--- config.mk ---
export PLATFORM = sky130hd
export DESIGN_NAME = jk_bank_arbiter
export DESIGN_NICKNAME = d
export VERILOG_FILES = /design/src/rtl/jk_bank_arbiter.sv
export SDC_FILE = /design/constraint.sdc
export NUM_CORES = 1
export LEC_CHECK = 0
export CORE_ASPECT_RATIO = 1.5
export CORE_MARGIN = 2
export CORE_UTILIZATION = 40
export CTS_CLUSTER_SIZE = 40
export DETAILED_ROUTE_END_ITERATION = 12
export GPL_ROUTABILITY_DRIVEN = 0
export HOLD_SLACK_MARGIN = 0.1
export PLACE_DENSITY = 0.7
export SKIP_LAST_GASP = 1
export SLEW_MARGIN = 20
export SYNTH_ARGS = -nofsm -noshare
export SYNTH_HDL_FRONTEND = slang
export SYNTH_HIERARCHICAL = 1
export SYNTH_SLANG_ARGS = --single-unit
--- constraint.sdc ---
create_clock -name clk -period 1.8 [get_ports clk]
set_input_delay 0.36 -clock clk [delete_from_list [all_inputs] [get_ports clk]]
set_output_delay 0.36 -clock clk [all_outputs]
set_load 0.05 [all_outputs]
--- src/rtl/jk_bank_arbiter.sv ---
// Two-requester round-robin arbiter driving a shared bank of JK flip-flops.
// One command at a time: IDLE accepts, APPLY updates q, DONE pulses done and counts.

module jk_cell (
    input  logic clk,
    input  logic reset,
    input  logic en,
    input  logic j,
    input  logic k,
    output logic q
);
    always_ff @(posedge clk) begin
        if (!reset) begin
            q <= 1'b0;
        end else if (en) begin
            case ({j, k})
                2'b01:   q <= 1'b0;
                2'b10:   q <= 1'b1;
                2'b11:   q <= ~q;
                default: q <= q;
            endcase
        end
    end
endmodule

module jk_bank_arbiter #(
    parameter int WIDTH = 8
) (
    input  logic             clk,
    input  logic             reset,
    input  logic             req0_valid,
    input  logic [1:0]       req0_op,
    input  logic [WIDTH-1:0] req0_mask,
    output logic             req0_ready,
    input  logic             req1_valid,
    input  logic [1:0]       req1_op,
    input  logic [WIDTH-1:0] req1_mask,
    output logic             req1_ready,
    output logic [WIDTH-1:0] q,
    output logic             busy,
    output logic             grant_id,
    output logic             done,
    output logic [15:0]      cmd_count
);
    localparam logic [1:0] S_IDLE  = 2'd0;
    localparam logic [1:0] S_APPLY = 2'd1;
    localparam logic [1:0] S_DONE  = 2'd2;

    logic [1:0]       state;
    logic             last_grant;
    logic [1:0]       op_q;
    logic [WIDTH-1:0] mask_q;
    logic             win_id;
    logic             accept;

    // On a tie the requester that did not win last time goes next.
    assign win_id     = (req0_valid && req1_valid) ? ~last_grant : req1_valid;
    assign req0_ready = (state == S_IDLE) && req0_valid && !win_id;
    assign req1_ready = (state == S_IDLE) && req1_valid && win_id;
    assign accept     = req0_ready || req1_ready;
    assign busy       = (state != S_IDLE);
    assign done       = (state == S_DONE);

    always_ff @(posedge clk) begin
        if (!reset) begin
            state      <= S_IDLE;
            cmd_count  <= 16'd0;
            grant_id   <= 1'b0;
            last_grant <= 1'b1;
            op_q       <= 2'b00;
            mask_q     <= '0;
        end else begin
            case (state)
                S_IDLE: begin
                    if (accept) begin
                        state      <= S_APPLY;
                        grant_id   <= win_id;
                        last_grant <= win_id;
                        op_q       <= win_id ? req1_op : req0_op;
                        mask_q     <= win_id ? req1_mask : req0_mask;
                    end
                end
                S_APPLY: state <= S_DONE;
                S_DONE: begin
                    state     <= S_IDLE;
                    cmd_count <= cmd_count + 16'd1;
                end
                default: state <= S_IDLE;
            endcase
        end
    end

    // Each bank bit is its own JK cell, enabled only in APPLY where its mask bit is set.
    for (genvar gi = 0; gi < WIDTH; gi++) begin : g_bit
        jk_cell u_cell (
            .clk  (clk),
            .reset(reset),
            .en   ((state == S_APPLY) && mask_q[gi]),
            .j    (op_q[1]),
            .k    (op_q[0]),
            .q    (q[gi])
        );
    end
endmodule

After elaboration in Yosys (flattened, before gate mapping)
Cells that the tools add are included.
{"block": "op_classes", "addsub": 1, "eq_ne": 6, "mux": 13, "bitwise": 9, "reduce_logical": 27}
{"op": "case mux 1 bit (3 select lines)", "count": 8}
{"op": "AND reduction 2 bit", "count": 9}
{"op": "adder 16 x 1 -> 16 bit (second input constant)", "count": 1}
{"op": "logical AND 1 bit", "count": 13}
{"op": "inverter 1 bit", "count": 9}
{"op": "2-to-1 mux 8 bit", "count": 1}
{"op": "equality test 2 bit (second input constant)", "count": 3}
{"op": "equality test 2 x 1 -> 1 bit (second input constant)", "count": 2}
{"op": "2-to-1 mux 2 bit", "count": 2}
{"op": "case mux 2 bit (2 select lines)", "count": 1}
{"op": "nonzero test 3 bit", "count": 1}
{"op": "logical NOT 2 bit", "count": 1}
{"op": "!= test 2 bit (second input constant)", "count": 1}
{"op": "nonzero test 2 bit", "count": 1}
{"op": "logical NOT 1 bit", "count": 1}
{"op": "logical OR 1 bit", "count": 1}
{"op": "2-to-1 mux 1 bit", "count": 1}
{"block": "word_totals", "reg_bits": 38, "inputBits": 24, "output_inout_bits": 29, "wordCells": 70}

Logic depth before layout (Yosys ltp)
{"block": "depth", "word_depth": 7, "depth_mapped": 6, "depth_no_buf": 5}

Modules after synthesis
The synthesis kept the hierarchy.
{"module": "jk_bank_arbiter", "n_inst": 1, "cells_each": 149, "area_per_inst_um2": 1356.3, "seq_area_each_um2": 600.6}
{"module": "jk_cell", "n_inst": 8, "cells_each": 4, "area_per_inst_um2": 42.5, "seq_area_each_um2": 20.0}

Least setup slack after synthesis
OpenSTA, ideal clock, no wires.
{"block": "synth_timing", "path_kind": "reg-to-reg", "startpoint": "register cmd_count[0]", "endpoint": "register cmd_count[14]", "setup_time_ns": 0.071, "arrival_time_ns": 1.742, "path_slack_ns": -0.012, "stages_incl_launch_ff": 7, "path_cell_list": "dfxtp_1 > ha_1 > and4b_1 > buf_2 > nand2_1 > or3_1 > a21oi_1"}
{"block": "synth_between", "elab_chain_cells": 1}
{"element": "start, declared", "line_no": "43", "text": "output logic [15:0] cmd_count"}
{"element": "start signal, assigned", "line_no": "86", "text": "cmd_count <= cmd_count + 16'd1;"}
{"element": "adder 16 x 1 -> 16 bit", "line_no": "86"}
Every way passes these cells.
A chain may end at the register's enable or synchronous reset.

Worst setup path after layout
{"block": "layout_timing", "startpoint": "input port req1_valid", "endpoint": "output port req1_ready"}
{"block": "layout_between", "elab_chain_cells": 3, "elab_cells_between_ends": 4}
{"element": "start, declared", "line_no": "35", "text": "input logic req1_valid,"}
{"element": "logical AND 1 bit", "line_no": "57", "text": "assign win_id = (req0_valid && req1_valid) ? ~last_grant : req1_valid;"}
{"element": "2-to-1 mux 1 bit", "line_no": "57"}
{"element": "logical AND 1 bit (*)", "line_no": "59", "text": "assign req1_ready = (state == S_IDLE) && req1_valid && win_id;"}
{"element": "end, declared", "line_no": "38", "text": "output logic req1_ready,"}
Every way passes the cells marked *; elsewhere a longest branch is shown, timed or not.

==> flow_summary_export.csv <==
group,metric,value,unit
timing,rsz0062_at_grt,"true",
worst_setup_path,critPathCaptureType,"output port",
global_routing,antenna_found_initial,0,
synth,synth_cell_types,29,
drt,drt-vias-per-instance,5.20,
synth,synth_edf_count,0,
drt,via_count,1507,
timing,max_slew_margin,0.678,
worst_setup_path,crit_path_max_fanout,3,
pwr,pwr-share-comb,0.165,
synth,syn_area_per_cell,9.37,um2
worst_setup_path,crit_path_max_incr_delay,0.47,ns
timing,tightest_slew,0.482,ns
clock_tree,cts_tree,"built",
pwr,p_leak,0.00101,uW
pwr,internal_power,1330,uW
timing,fin_crit_sh,0.966,
synth,ys_seq_area_frac,0.448,
timing,hold_viol_final,0,
final_layout,layout_commonest_cell,"buf_4",
drt,wl_per_cell,12.5,um
clock_tree,cts_resized,0,
synth,synth_fa_ha_area_frac,0.00737,
synth,async_reset_ff_frac,0,
final_layout,fillers,401,
worst_hold_path,hp-class,"flop to flop",
pwr,peakVddDrop,0.000604,V
worst_setup_path,cp_cell_sequence,"clkdlybuf4s50_1, a21boi_2, and2_1, buf_12",
synth,syn_area,1700,um2
floorplanning,die_area,4790,um2
global_routing,grt_start_max_net_pins,22,
floorplanning,initial_core_util,0.410,
worst_setup_path,critPathRequiredTime,1.44,ns
synth,synth_top_family_by_area,"simple AND/OR/NAND/NOR gates",
clock_tree,cts_buffers,5,
final_layout,post-route-util,0.575,
worst_hold_path,min_path_cells,2,
synth,syn_inst,181,
pwr,swShare,0.260,
worst_setup_path,worstPathArrival,1.38,ns
global_routing,grt_pass1_vias,1374,
timing,slew_viol_final,0,
timing,clock-skew-final,0.00941,ns
synth,ys_ff_latch,38,
clock_tree,clk_latency,0.29,ns
job,cap_violations,0,
pwr,p_clk_frac,0.329,
pwr,totalPowerFinal,1800,uW
synth,synth_xor_area_frac,0.0568,
pwr,seqPwrFrac,0.506,
synth,synthMuxAreaShare,0.0649,
floorplanning,die_y,83.8,um
drt,drc_errors,0,
worst_setup_path,slowest_stage,"clkdlybuf4s50_1",
placed_design,dp_cells,282,
synth,synth_compound_gate_area_share,0.125,
global_routing,grt_pass1_wl,6.18,mm
final_layout,final_nets,268,
timing,period_minus_slack,1.74,ns
final_layout,drive_gt1_frac,0.213,
pwr,power_switching,468,uW
run_status,status,"completed",
global_routing,grt_use_total,0.166,
worst_setup_path,crit_type,"input port to output port",
drt,ant_nets,0,
clock_tree,hold_buffers,0,
placed_design,portBuffers,52,
synth,yosys.area.top_type_share,0.448,
synth,synth_nets,206,
final_layout,final_cell_mix,"buf_4 (37), dfxtp_1 (36), nor2_1 (24)",
timing,setup_viol,0,
clock_tree,path_clk_slew,0.07,ns
floorplanning,num_rows,29,
clock_tree,cts_buffer_depth,2,
placed_design,place_hpwl,2.81,mm
floorplanning,core_area,4140,um2
synth,yosysTopAreaCell,"dfxtp_1",
clock_tree,htree_levels,2,
pwr,power.density,757,nW/um2
final_layout,stdcell_count,290,
synth,synthTopCellsByArea,"dfxtp_1 (45%), mux2i_1 (6.5%), and4b_1 (5.9%), nor2_1 (5.5%), xor2_1 (5.2%)",
worst_setup_path,cp-start-kind,"input port",
synth,synthSimpleGateAreaFrac,0.267,
floorplanning,ios,53,
worst_setup_path,rr_worst_depth,4,
synth,synth-warning-count,6,
timing,max_freq,0.575,GHz
drt,totalWireLength,3.64,mm
clock_tree,cts_root_buf,"clkbuf_8",
clock_tree,cts.sink_count,38,
floorplanning,die_x,57.2,um
drt,drt_iter0_drc,48,
synth,synth-main-ff-cell,"dfxtp_1",
global_routing,grt-ovfl-total,0,
final_layout,antenna_cells,0,
final_layout,area_delta_synth_final,40.2,%
clock_tree,post-cts-setup-buffers,0,
timing,setup_tns,0,ns
drt,dr.pass1.iters,4,
[Yosys cell counts (2+ instances only)]
| library cell | instances |
|---|---|
| clkbuf_1 | 3 |
| o21ai_0 | 4 |
| nor2_1 | 25 |
| a21oi_1 | 5 |
| nor2b_1 | 2 |
| nand3_1 | 2 |
| and4b_1 | 10 |
| nand4_1 | 6 |
| and4_1 | 2 |
| a31o_1 | 8 |
| xor2_1 | 10 |
| a211oi_1 | 10 |
| nand2_1 | 16 |
| mux2i_1 | 11 |
| and2_1 | 12 |
| or3_1 | 4 |
| dfxtp_1 | 38 |
| buf_2 | 2 |
[power groups by stage]
stage                     Sequential [uW]  Clock (uW)  Combinational (uW)
final                                 912         593                 297
after global routing                  919         646                 324
after CTS                             911         612                 300
after detailed placement              931           0                 300
after global placement                931           0                 295
after floorplan                       946           0                 145
[worst max-delay path, delay by kind of cell]
family / cells / cell delay [ns]
AO/OA/AOI/OAI: 1 / 0.19
AND/OR/NAND/NOR: 1 / 0.21
buffers and inverters: 2 / 0.62
[kinds of logic after synthesis]
| logic type | after synthesis |
|---|---|
| and+or+nand+nor | 80 |
| DFF | 38 |
| AOI/OAI and AO/OA | 30 |
| xor gates and xnor gates | 11 |
| muxes | 11 |
| buffers and inverters | 10 |
| adders and majority gates | 1 |
[final cells by class]
cell class	count	area, um2	share of cell area
well taps	46	57.6	0.0242
repair buffers	63	568	0.239
multi-input cells	133	891	0.375
clock buffers	7	86.3	0.0363
inverters	2	7.51	0.00316
clock inverters	1	5.00	0.00210
flip-flops and latches	38	763	0.321
[layer usage]
metal | global-route usage | share of wire | vias to the layer above | wire, um
met1 | 0.171 | 0.38 | 698 | 1370
met5 | 0 | 0 | - | 0
li1 | - | - | 769 | -
met3 | 0.0527 | 0.045 | 4 | 162
met4 | 0.0761 | 0.020 | 0 | 71
met2 | 0.296 | 0.56 | 36 | 2040
[final timing paths]
path	startpoint	end	slack [ns]
worst min register to register	cmd_count[15]	cmd_count[15]	0.50
worst min-delay path	cmd_count[15]	cmd_count[15]	0.50
worst max register to register	cmd_count[5]	cmd_count[15]	0.27
worst max-delay path	req1_valid	req1_ready	0.06
[per-stage QoR]
stage	worst slack, ns	hold WS, ns	instance area [um2]
3_3_place_gp	0.00453	0.475	2280
4_1_cts	0.00425	0.502	2370
5_1_grt	-0.0172	0.520	2380
3_5_place_dp	0.00264	0.490	2280
6_report	0.0615	0.496	2380
2_1_floorplan	0.0305	0.449	1700
[state kept, by name (all words and copies together) (netlist names)]
signal and cells:
cmd_count 16, g_bit.u_cell/q 8, grant_id 1, last_grant 1, mask_q 8, op_q 2, state 2
Power figures use the tool's default switching activity.
